[src/rtl/l2_request_arbiter_pkg.sv]
// Shared types for the L2 request path: core id, request packet and the
// pointer-width helper used by the round-robin arbiter.
package l2_request_arbiter_pkg;

    localparam int NUM_CORES = 4;
    localparam int CORE_ID_W = (NUM_CORES > 1) ? $clog2(NUM_CORES) : 1;

    typedef logic [CORE_ID_W-1:0] core_id_t;

    typedef struct packed {
        logic        valid;
        core_id_t    core;
        logic        store;
        logic [31:0] address;
    } l2req_packet_t;

    // Pointer width for an N-way arbiter; a single requester still needs one bit.
    function automatic int ptr_width(input int n);
        return (n > 1) ? $clog2(n) : 1;
    endfunction

endpackage

[src/rtl/rr_arbiter.sv]
// Generic round-robin arbiter: one-hot grant searched upward from last_grant+1,
// pointer advances only when the caller reports a transfer on update_lru.
module rr_arbiter
    import l2_request_arbiter_pkg::*;
#(
    parameter  int NUM_REQUESTERS = 4,
    localparam int PW             = ptr_width(NUM_REQUESTERS)
) (
    input  logic                      clk,
    input  logic                      reset,
    input  logic [NUM_REQUESTERS-1:0] request,
    input  logic                      update_lru,
    output logic [NUM_REQUESTERS-1:0] grant_oh
);

    logic [PW-1:0] last_grant_q;
    logic [PW-1:0] last_grant_d;
    logic [PW-1:0] grant_idx;
    logic [PW-1:0] cand_idx;
    logic          found;
    int            cand;

    // Explicit modulo wrap so non-power-of-two counts never visit unused indices.
    always_comb begin
        grant_oh = '0;
        found    = 1'b0;
        cand     = 0;
        cand_idx = '0;
        for (int i = 0; i < NUM_REQUESTERS; i++) begin
            cand = int'(last_grant_q) + 1 + i;
            if (cand >= NUM_REQUESTERS) begin
                cand = cand - NUM_REQUESTERS;
            end
            cand_idx = PW'(cand);
            if (!found && request[cand_idx]) begin
                grant_oh[cand_idx] = 1'b1;
                found              = 1'b1;
            end
        end
    end

    always_comb begin
        grant_idx = '0;
        for (int i = 0; i < NUM_REQUESTERS; i++) begin
            if (grant_oh[i]) begin
                grant_idx = PW'(i);
            end
        end
        last_grant_d = update_lru ? grant_idx : last_grant_q;
    end

    always_ff @(posedge clk or posedge reset) begin
        if (reset) begin
            last_grant_q <= PW'(NUM_REQUESTERS - 1);
        end else begin
            last_grant_q <= last_grant_d;
        end
    end

endmodule

[src/rtl/l2_request_arbiter.sv]
// Merges per-core L2 requests into one registered stream stamped with the source core.
// l2r_stall reaches l2_ready combinationally (through can_load); that path is intended.
module l2_request_arbiter
    import l2_request_arbiter_pkg::*;
#(
    parameter  int NUM_REQUESTERS = NUM_CORES,
    localparam int PW             = ptr_width(NUM_REQUESTERS)
) (
    input  logic                      clk,
    input  logic                      reset,
    input  l2req_packet_t             l2i_request [NUM_REQUESTERS],
    output logic [NUM_REQUESTERS-1:0] l2_ready,
    input  logic                      l2r_stall,
    output l2req_packet_t             l2a_request
);

    localparam int PKT_W = $bits(l2req_packet_t);

    l2req_packet_t             l2a_request_q;
    l2req_packet_t             l2a_request_d;
    l2req_packet_t             sel_pkt;
    logic [PKT_W-1:0]          sel_bits;
    logic [PW-1:0]             grant_idx;
    logic [NUM_REQUESTERS-1:0] valid_vec;
    logic [NUM_REQUESTERS-1:0] arb_request;
    logic [NUM_REQUESTERS-1:0] grant_oh;
    logic                      can_load;
    logic                      transfer;

    assign can_load = !l2a_request_q.valid || !l2r_stall;

    // Masking the requests (not the grant) keeps the pointer frozen while stalled or in reset.
    always_comb begin
        valid_vec = '0;
        for (int i = 0; i < NUM_REQUESTERS; i++) begin
            valid_vec[i] = l2i_request[i].valid;
        end
        arb_request = (can_load && !reset) ? valid_vec : '0;
    end

    rr_arbiter #(
        .NUM_REQUESTERS(NUM_REQUESTERS)
    ) u_rr_arbiter (
        .clk       (clk),
        .reset     (reset),
        .request   (arb_request),
        .update_lru(transfer),
        .grant_oh  (grant_oh)
    );

    assign l2_ready = grant_oh;
    assign transfer = |grant_oh;

    always_comb begin
        sel_bits  = '0;
        grant_idx = '0;
        for (int i = 0; i < NUM_REQUESTERS; i++) begin
            if (grant_oh[i]) begin
                sel_bits  = sel_bits | l2i_request[i];
                grant_idx = PW'(i);
            end
        end
        sel_pkt       = l2req_packet_t'(sel_bits);
        sel_pkt.core  = CORE_ID_W'(grant_idx);
        sel_pkt.valid = 1'b1;
    end

    always_comb begin
        l2a_request_d = l2a_request_q;
        if (transfer) begin
            l2a_request_d = sel_pkt;
        end else if (!l2r_stall) begin
            l2a_request_d.valid = 1'b0;
        end
    end

    always_ff @(posedge clk or posedge reset) begin
        if (reset) begin
            l2a_request_q <= '0;
        end else begin
            l2a_request_q <= l2a_request_d;
        end
    end

    assign l2a_request = l2a_request_q;

endmodule

[config.mk]
export PLATFORM = sky130hd
export DESIGN_NAME = l2_request_arbiter
export DESIGN_NICKNAME = d
export VERILOG_FILES = /design/src/rtl/l2_request_arbiter_pkg.sv /design/src/rtl/rr_arbiter.sv /design/src/rtl/l2_request_arbiter.sv
export SDC_FILE = /design/constraint.sdc
export NUM_CORES = 1
export LEC_CHECK = 0
export BUFFER_PORTS_ARGS = -buffer_cell sky130_fd_sc_hd__clkbuf_2
export CORE_ASPECT_RATIO = 1.25
export CORE_MARGIN = 3
export CORE_UTILIZATION = 40
export DETAILED_ROUTE_END_ITERATION = 8
export PLACE_DENSITY = 0.81
export SLEW_MARGIN = 15
export SYNTH_ARGS = -nofsm -noshare
export SYNTH_HDL_FRONTEND = slang
export SYNTH_HIERARCHICAL = 1
export SYNTH_SLANG_ARGS = --single-unit
[constraint.sdc]
create_clock -name clk -period 4.35 [get_ports clk]
set_clock_uncertainty 0.15 [all_clocks]
set_input_delay 0.435 -clock clk [delete_from_list [all_inputs] [get_ports clk]]
set_output_delay 0.435 -clock clk [all_outputs]
set_load 0.05 [all_outputs]
==> reports/results.ini, run 1 <==
[sta]
finalSetupViolCount = 0
grt_setup_unrepaired = false
final.period_utilization_pct = 93.0
relSlewSlack_pct = 55.6
finalCriticalPeriod_ps = 4040
final.setup.tns_ps = 0
hold_ws_ps = 230
hold_viol_final = 0
timing.final.max_slew_violations = 0
worst_slew_pin_slew_ps = 666
clock.fmax_ghz = 0.247

[routing]
drt_pass1_iterations = 4
vias = 2705
drt_iter0_markers = 96
totalWireLength_mm = 7.39
drc_errors = 0
drt.antenna.violating_nets = 0
routedWlPerCell_um = 15.1
route.detailed.vias_per_inst = 5.52

[global_route]
grt_overflow_total = 0
via_count_of_the_first_global_routing_pass = 2715
global_route_wire_length_before_repair_mm = 11.7
grt_antenna_before_repair = 0
gr-usage-all-layers_pct = 21.2
grt_start_max_net_pins = 72

[die]
start_util_pct = 41.4
die_height_um = 92.8
pin_count = 187
number_of_core_rows = 31
dieArea_sq_mm = 0.00700
die_boundary_width_um = 75.4
design.core.area_sq_mm = 0.00582

[clocking]
insertion_delay_ps = 280
numClockSinks = 38
htree_levels = 2
root_buffer = sky130_fd_sc_hd__clkbuf_8
clock_tree_from_tritoncts = built
clock_transition_time_at_the_flip_flop_clock_pins_of_the_worst_setup_and_hold_paths_ps = 70
cts-buffers-inserted = 5
clock_path_buffers = 2

[synthesis]
synthDistinctLibCells = 35
synth_commonest_cells = 67 x sky130_fd_sc_hd__a22oi_1, 36 x sky130_fd_sc_hd__dfrtp_1, 36 x sky130_fd_sc_hd__nor2_1
synth.cell_area_sq_mm = 0.00241
syn_avg_cell_area_sq_um = 9.46
yosysSeqAreaShare_pct = 39.5
synthesized_net_count = 409
synthesis.yosys.warnings = 6
synthMostInstantiatedCell = sky130_fd_sc_hd__a22oi_1
synth_edf_count = 0
cells_taking_the_most_area_after_synthesis = sky130_fd_sc_hd__dfrtp_1 37%, sky130_fd_sc_hd__a22oi_1 21%, sky130_fd_sc_hd__a31oi_1 8.8%
yosys.area.top_type_share_pct = 37.4
synth-seq-cells = 38
async_set_or_reset_flop_fraction_in_the_synthesized_netlist_pct = 100
synthDominantAreaCellType = sky130_fd_sc_hd__dfrtp_1
synth_flop_cell = sky130_fd_sc_hd__dfrtp_1
synthesis.instances = 255

[finish]
fillCellCount = 519
antenna_diode_count = 0
multi_input_area_sq_mm = 0.00128
share_of_layout_cells_above_drive_strength_1_pct = 48.6
postLayoutCellArea_sq_mm = 0.00341
final_core_util_pct = 58.7
final_net_count = 577
sequential_cell_area_sq_um = 953
area_delta_synth_final_pct = 41.6

[setup_path]
timing.critical_path.required_ps = 3760
cp.arrival_ps = 3460
reg2reg_slack_ps = 410
critical_path.reg2reg.startpoint = u_rr_arbiter/last_grant_q[0]
critical_path.startpoint_type = flip-flop
rr_worst_depth = 11
worst_r2r_endpoint = l2a_request[32]
worst-setup-path-type = reg -> out
worst-path-max-fanout = 11
crit_path_end_kind = output port

[placement]
port-buffer-count = 178
placedInstanceArea_sq_mm = 0.00330
final_gp_congestion = 0.892
hpwl_mm = 5.56

[power_and_ir_drop]
total_power_of_the_final_layout_mw = 3.71
power_density_mw_per_mm2 = 1090
vdd.ir_drop.worst_mv = 0.708
cellLeakagePower_nw = 1.68

[run_status]
status = finished clean

[hold_path]
min_path_cells = 2
min-delay-path-class = in -> reg
holdCritStartpoint = l2r_stall
min_delay_worst_endpoint = l2a_request[35]

[job]
number_of_max_cap_violations = 0

-- worst max-delay path by stage --
stage	from	to	slack (ps)
5_1_grt	u_rr_arbiter/last_grant_q[0]	l2a_request[29]	80
6_report	u_rr_arbiter/last_grant_q[0]	l2_ready[3]	310
3_5_place_dp	u_rr_arbiter/last_grant_q[0]	l2a_request[18]	480
2_1_floorplan	l2a_request[35]	l2a_request[35]	480
3_3_place_gp	u_rr_arbiter/last_grant_q[0]	l2a_request[21]	630
4_1_cts	u_rr_arbiter/last_grant_q[0]	l2_ready[3]	350
-- metrics by stage --
step | instances | setup WS (ps)
final | 490 | 306
after global routing | 490 | 78.1
after CTS | 490 | 350
after detailed placement | 481 | 481
after global placement | 481 | 631
after floorplan | 255 | 478
-- placed cells by master (no fill, tap or decap) --
cell type,instances
sky130_fd_sc_hd__nor2_1,36
sky130_fd_sc_hd__a211oi_4,1
sky130_fd_sc_hd__inv_1,9
sky130_fd_sc_hd__nor3b_1,1
sky130_fd_sc_hd__dlygate4sd3_1,1
sky130_fd_sc_hd__a31o_1,1
sky130_fd_sc_hd__o21bai_1,1
sky130_fd_sc_hd__dfstp_2,2
sky130_fd_sc_hd__a31oi_1,34
sky130_fd_sc_hd__buf_4,7
sky130_fd_sc_hd__nand2b_1,1
sky130_fd_sc_hd__a32oi_1,2
sky130_fd_sc_hd__nand3_1,2
sky130_fd_sc_hd__a211o_1,1
sky130_fd_sc_hd__or4_4,1
sky130_fd_sc_hd__a221o_2,3
sky130_fd_sc_hd__o22ai_1,2
sky130_fd_sc_hd__mux4_1,1
sky130_fd_sc_hd__clkinv_2,2
sky130_fd_sc_hd__mux2_2,2
sky130_fd_sc_hd__or2_2,1
sky130_fd_sc_hd__bufinv_16,1
sky130_fd_sc_hd__dfrtp_1,36
sky130_fd_sc_hd__clkbuf_8,5
sky130_fd_sc_hd__mux4_2,1
sky130_fd_sc_hd__o21ai_0,1
sky130_fd_sc_hd__a22oi_1,67
sky130_fd_sc_hd__nand2_1,1
sky130_fd_sc_hd__a21oi_1,4
sky130_fd_sc_hd__ha_1,7
sky130_fd_sc_hd__a21o_1,1
sky130_fd_sc_hd__or4b_4,1
sky130_fd_sc_hd__and2_1,7
sky130_fd_sc_hd__nand4b_1,1
sky130_fd_sc_hd__o21ai_1,1
sky130_fd_sc_hd__clkbuf_2,178
sky130_fd_sc_hd__mux2_4,1
-- registers in the layout, summed over array words and instances, names as in the netlist --
register,cells
l2a_request,36
u_rr_arbiter/last_grant_q,2
-- cells by family (layout without fill, tap and decap cells) --
kind of cell             after synthesis  count (layout)  share of synthesized area [%]
multiplexers                           5               5                           3.58
AO/OA/AOI/OAI                        119             119                           35.8
AND/OR/NAND/NOR                       52              52                           10.2
adder cells (fa/ha/maj)                7               7                           3.63
flip-flops                            38              38                           39.5
buffers and inverters                 34             203                           7.26
-- what timing repair did --
action / 4_1_cts / 5_1_grt
hold endpoints to repair: 2 / 0
setup buffers: 0 / 0
hold buffers: 1 / 0
resized for setup: 0 / 0
setup endpoints to repair: 0 / 0
-- worst max-delay path, cell delays in order, from the launching register on --
cell and delay (ps):
sky130_fd_sc_hd__dfstp_2 640, sky130_fd_sc_hd__inv_1 130, sky130_fd_sc_hd__ha_1 240, sky130_fd_sc_hd__nor2_1 310
sky130_fd_sc_hd__mux2_2 420, sky130_fd_sc_hd__nor3b_1 500, sky130_fd_sc_hd__a221o_2 420, sky130_fd_sc_hd__buf_4 220
sky130_fd_sc_hd__clkbuf_2 290
-- report_power, final --
| group | switching (mW) | leakage, nW | total [mW] | internal (mW) |
|---|---|---|---|---|
| registers | 0.109 | 0.445 | 0.709 | 0.601 |
| clock network | 0.123 | 0.0579 | 0.291 | 0.169 |
| logic | 1.87 | 1.18 | 2.71 | 0.836 |
-- per-layer routing --
layer / vias up / part of all wire [%] / GRT usage, %
met2: 111 / 52 / 38.9
met3: 8 / 6.1 / 4.45
met1: 1262 / 41 / 23.9
met4: 0 / 0.99 / 5.83
li1: 1324 / - / -
met5: - / 0 / 0
-- final cells by class --
| type | count | area share (%) |
|---|---|---|
| clock buffers | 5 | 2.02 |
| clock inverters | 3 | 1.17 |
| inverters | 9 | 0.989 |
| multi-input cells | 183 | 37.6 |
| flip-flops and latches | 38 | 27.9 |
| well taps | 66 | 2.42 |
| repair buffers | 186 | 27.9 |
Power figures use the tool's default switching activity.
==> run 2, diff against run 1 <==
--- a/config.mk
+++ b/config.mk
@@ -8,10 +8,10 @@
 export BUFFER_PORTS_ARGS = -buffer_cell sky130_fd_sc_hd__clkbuf_2
 export CORE_ASPECT_RATIO = 1.25
 export CORE_MARGIN = 3
-export CORE_UTILIZATION = 40
+export CORE_UTILIZATION = 41
+export CTS_BUF_LIST = sky130_fd_sc_hd__clkbuf_4 sky130_fd_sc_hd__clkbuf_8
 export DETAILED_ROUTE_END_ITERATION = 8
-export PLACE_DENSITY = 0.81
-export SLEW_MARGIN = 15
+export PLACE_DENSITY = 0.83
 export SYNTH_ARGS = -nofsm -noshare
 export SYNTH_HDL_FRONTEND = slang
 export SYNTH_HIERARCHICAL = 1
==> reports/results.ini, run 2 (synthesis results as in run 1) <==
[run_status]
status = finished clean

[global_route]
gr-usage-all-layers_pct = 22.3
groute.layer.met1.usage_pct = 26.0
grt_antenna_before_repair = 0
use_met3_pct = 4.28
grt_start_max_net_pins = 72
global_route_wire_length_before_repair_mm = 12.2
grt_overflow_total = 0
via_count_of_the_first_global_routing_pass = 2726
globalRouteMet2Util_pct = 39.5
busiest_layer_in_global_routing = met2

[die]
dieArea_sq_mm = 0.00684
design.core.area_sq_mm = 0.00556
number_of_core_rows = 30
start_util_pct = 43.4
pin_count = 187
die_boundary_width_um = 74.6
die_height_um = 91.7

[clocking]
cts-buffers-inserted = 5
cts-hold-fix-buffers = 0
cts_resized = 0
insertion_delay_ps = 280
htree_levels = 2
numClockSinks = 38
clock_path_buffers = 2
postCtsSetupBuffers = 0
clock_transition_time_at_the_flip_flop_clock_pins_of_the_worst_setup_and_hold_paths_ps = 70
root_buffer = sky130_fd_sc_hd__clkbuf_8
clock_tree_from_tritoncts = built

[setup_path]
worst-path-max-fanout = 20
rr_worst_depth = 9
critical_path.startpoint_type = flip-flop
crit_path_end_kind = output port
worst-setup-path-type = reg -> out
timing.critical_path.required_ps = 3760
critical_path.reg2reg.startpoint = u_rr_arbiter/last_grant_q[0]
cp.arrival_ps = 3290
worst_r2r_endpoint = u_rr_arbiter/last_grant_q[1]
reg2reg_slack_ps = 540

[power_and_ir_drop]
power_density_mw_per_mm2 = 1090
total_power_of_the_final_layout_mw = 3.67
cellLeakagePower_nw = 1.66
vdd.ir_drop.worst_mv = 0.695

[finish]
area_delta_synth_final_pct = 40.2
share_of_layout_cells_above_drive_strength_1_pct = 48.6
largest_register_ffs = 36
final_core_util_pct = 60.9
antenna_diode_count = 0
layout_commonest_cell = sky130_fd_sc_hd__clkbuf_2
final_net_count = 575
mostFrequentLayoutCells = 178 x sky130_fd_sc_hd__clkbuf_2, 67 x sky130_fd_sc_hd__a22oi_1, 36 x sky130_fd_sc_hd__nor2_1, 36 x sky130_fd_sc_hd__dfrtp_1, 34 x sky130_fd_sc_hd__a31oi_1

[sta]
worst_slew_pin_slew_ps = 713
hold_viol_final = 0
finalSetupViolCount = 0
clock.fmax_ghz = 0.258
relSlewSlack_pct = 52.4
timing.final.max_slew_violations = 0
hold_ws_ps = 51.9
finalCriticalPeriod_ps = 3880
final.setup.tns_ps = 0
grt_setup_unrepaired = false
layout_setup_ws_ps = 471
final.period_utilization_pct = 89.2

[routing]
drc_errors = 0
route.detailed.vias_per_inst = 5.63
routedWlPerCell_um = 15.9
vias = 2734
totalWireLength_mm = 7.72
drt_iter0_markers = 133
drt.antenna.violating_nets = 0
drt_pass1_iterations = 5

[placement]
dp_worst_setup_slack_ps = 531
port-buffer-count = 178
hpwl_mm = 5.96
final_gp_congestion = 0.787

[hold_path]
min-delay-path-class = in -> async

[job]
number_of_max_cap_violations = 0

==> run 2: cell count changes in the layout (fill, tap and decap cells not counted), sizes merged <==
cell | before | now
clkbuf | 183 | 185
buf | 7 | 6
dlygate4sd3 | 1 | 0
bufinv | 1 | 0
clkinv | 2 | 1
==> run 2: area by class of cell <==
| cell class | instances | area (sq um) |
|---|---|---|
| clock inverter | 1 | 5.00 |
| timing repair buffer | 184 | 936 |
| sequential | 38 | 953 |
| tap | 64 | 80.1 |
| fill | 498 | 2170 |
| multi-input combinational | 183 | 1280 |
| clock buffer | 7 | 90.1 |
| inverter | 9 | 33.8 |
==> run 2: worst max path at each step <==
stage                     depth (start not counted)                         start  slack, ps               to
final                                             7  u_rr_arbiter/last_grant_q[0]        470      l2_ready[1]
after global routing                              9  u_rr_arbiter/last_grant_q[0]        170  l2a_request[14]
after CTS                                         7  u_rr_arbiter/last_grant_q[0]        460      l2_ready[1]
after detailed placement                          8  u_rr_arbiter/last_grant_q[0]        530  l2a_request[27]
after global placement                            8  u_rr_arbiter/last_grant_q[0]        630  l2a_request[12]
after floorplan                                  11               l2a_request[35]        480  l2a_request[35]
==> run 2: stage by stage <==
step / instances / cell area (sq um)
3_3_place_gp: 478 / 3290
3_5_place_dp: 478 / 3290
2_1_floorplan: 255 / 2410
4_1_cts: 486 / 3380
6_report: 486 / 3380
5_1_grt: 486 / 3380
==> run 2: routing by layer <==
metal / routed length (um) / vias up
li1: - / 1321
met1: 2870 / 1258
met2: 4130 / 139
met3: 592 / 16
met4: 132 / 0
met5: 0 / -
==> run 2: where the power goes <==
group / total, mW / switching [mW] / internal [mW]
logic: 2.71 / 1.88 / 0.830
registers: 0.715 / 0.114 / 0.601
clock network: 0.250 / 0.116 / 0.134
total: 3.67 / 2.11 / 1.56
==> run 2: worst max-delay path, stage by stage, from the launching register on <==
cell	delay [ps]
sky130_fd_sc_hd__dfstp_2	650
sky130_fd_sc_hd__inv_1	130
sky130_fd_sc_hd__ha_1	230
sky130_fd_sc_hd__or2_2	310
sky130_fd_sc_hd__or4b_4	530
sky130_fd_sc_hd__a211oi_4	310
sky130_fd_sc_hd__a221o_2	470
sky130_fd_sc_hd__clkbuf_2	360
==> run 3, diff against run 2 <==
--- a/config.mk
+++ b/config.mk
@@ -8,10 +8,10 @@
 export BUFFER_PORTS_ARGS = -buffer_cell sky130_fd_sc_hd__clkbuf_2
 export CORE_ASPECT_RATIO = 1.25
 export CORE_MARGIN = 3
-export CORE_UTILIZATION = 41
+export CORE_UTILIZATION = 30
 export CTS_BUF_LIST = sky130_fd_sc_hd__clkbuf_4 sky130_fd_sc_hd__clkbuf_8
 export DETAILED_ROUTE_END_ITERATION = 8
-export PLACE_DENSITY = 0.83
+export PLACE_DENSITY = 0.73
 export SYNTH_ARGS = -nofsm -noshare
 export SYNTH_HDL_FRONTEND = slang
 export SYNTH_HIERARCHICAL = 1
==> reports/results.ini, run 3 (synthesis results as in run 1) <==
[placement]
place_inst = 508
hpwl_mm = 6.16
final_gp_congestion = 0.754
port-buffer-count = 178
dp_worst_setup_slack_ps = 419

[die]
pin_count = 187
start_util_pct = 31.8
die_height_um = 106
number_of_core_rows = 35
die_boundary_width_um = 86.2
dieArea_sq_mm = 0.00916
design.core.area_sq_mm = 0.00758

[routing]
totalWireLength_mm = 7.81
top_layer = met5
met3WireLength_um = 634
met2RoutedLength_mm = 4.10
routedWlPerCell_um = 15.1
drt.antenna.violating_nets = 0
wl_met1_mm = 3.05
drt_pass1_iterations = 4
route.detailed.vias_per_inst = 5.26
drt_iter0_markers = 123
vias = 2720
drc_errors = 0

[sta]
final.setup.tns_ps = 0
layout_setup_ws_ps = 383
final.period_utilization_pct = 91.2
worst_slew_pin_slew_ps = 682
grt_setup_unrepaired = false
timing.final.max_slew_violations = 0
clock.fmax_ghz = 0.252
hold_viol_final = 0
finalSetupViolCount = 0
finalCriticalPeriod_ps = 3970
relSlewSlack_pct = 54.5

[setup_path]
slowest_stage = sky130_fd_sc_hd__or4b_4
critical-path-top-cell-by-count = sky130_fd_sc_hd__clkbuf_2
path_delay_family = buffers and inverters
rr_worst_depth = 9
reg2reg_slack_ps = 470
crit_path_end_kind = output port
critical_path.cell_chain = dlygate4sd3_1, clkbuf_2, a21oi_1, and2_1, mux2_4, or4b_4, a211oi_4, a221o_2, clkbuf_2
worst-path-max-fanout = 20
critical_path.reg2reg.startpoint = u_rr_arbiter/last_grant_q[0]
worst-setup-path-type = in -> out
critPathMaxStageDelay_ps = 560
timing.critical_path.required_ps = 3760
critical_path.startpoint_type = input port
critical_path_buf_inv_count = 3
cp.arrival_ps = 3380
worst_r2r_endpoint = l2a_request[14]

[clocking]
clock_path_buffers = 2
cts-buffers-inserted = 5
htree_levels = 2
clock_tree_from_tritoncts = built
insertion_delay_ps = 280
cts_resized = 0
numClockSinks = 38
root_buffer = sky130_fd_sc_hd__clkbuf_8
clock_transition_time_at_the_flip_flop_clock_pins_of_the_worst_setup_and_hold_paths_ps = 80

[finish]
sequential_cell_area_sq_um = 953
largest_register_ffs = 36
fillCellCount = 745
final_net_count = 578
antenna_diode_count = 0
stdcell_count = 517
multi_input_area_sq_mm = 0.00128
layout_commonest_cell = sky130_fd_sc_hd__clkbuf_2
share_of_layout_cells_above_drive_strength_1_pct = 48.7
mostFrequentLayoutCells = 178 x sky130_fd_sc_hd__clkbuf_2, 67 x sky130_fd_sc_hd__a22oi_1, 36 x sky130_fd_sc_hd__nor2_1, 36 x sky130_fd_sc_hd__dfrtp_1, 34 x sky130_fd_sc_hd__a31oi_1
area_delta_synth_final_pct = 43.7
final_core_util_pct = 45.7

[global_route]
grt_antenna_before_repair = 1
grt_overflow_total = 0
via_count_of_the_first_global_routing_pass = 2581
grt_start_max_net_pins = 72
gr-usage-all-layers_pct = 16.3
global_route_wire_length_before_repair_mm = 12.1

[run_status]
status = finished clean

[hold_path]
min_path_cells = 2
min_delay_worst_endpoint = l2a_request[35]
holdCritStartpoint = l2r_stall
min-delay-path-class = in -> reg

[power_and_ir_drop]
vdd.ir_drop.worst_mv = 0.778
cellLeakagePower_nw = 1.69
power_density_mw_per_mm2 = 1080

[job]
number_of_max_cap_violations = 0

[run 3: cell types whose count changed in the layout (fill, tap and decap cells not counted), sizes merged]
cell and delta:
buf +2, bufinv +1, clkinv -1, dlygate4sd3 +1
[run 3: repair_timing]
item | 4_1_cts | 5_1_grt
setup buffers | 0 | 0
hold endpoints to repair | 1 | 0
hold buffers | 1 | 0
[run 3: worst max path at each step]
stage,from,endpoint,cells past startpoint
3_5_place_dp,u_rr_arbiter/last_grant_q[0],l2a_request[14],8
2_1_floorplan,l2a_request[35],l2a_request[35],11
6_report,reset,l2_ready[1],9
4_1_cts,reset,l2_ready[1],9
5_1_grt,u_rr_arbiter/last_grant_q[0],l2a_request[14],9
3_3_place_gp,u_rr_arbiter/last_grant_q[0],l2a_request[11],8
[run 3: routing by layer]
| layer | track usage (%) | vias to the layer above |
|---|---|---|
| li1 | - | 1324 |
| met1 | 19.0 | 1276 |
| met2 | 30.0 | 114 |
| met3 | 3.72 | 4 |
| met4 | 3.67 | 2 |
| met5 | 0 | - |
[run 3: report_power, final]
part	internal, mW	total, mW	switching [mW]
combinational	0.846	2.73	1.88
sequential	0.601	0.710	0.109
clock	0.193	0.313	0.120
[run 3: cell type report]
class | instances | area share (%)
Multi-Input combinational cell | 183 | 37.0
Inverter | 9 | 0.975
Clock buffer | 7 | 2.60
Timing Repair Buffer | 187 | 27.7
Clock inverter | 1 | 0.866
Sequential cell | 38 | 27.5
Tap cell | 92 | 3.32
[run 3: stage by stage]
stage	cell area, sq um	total power, mW	hold slack (ps)
after global placement	3340	3.41	142
after floorplan	2410	2.99	197
final	3470	3.75	222
after detailed placement	3340	3.49	145
after global routing	3470	4.11	225
after CTS	3470	3.81	209
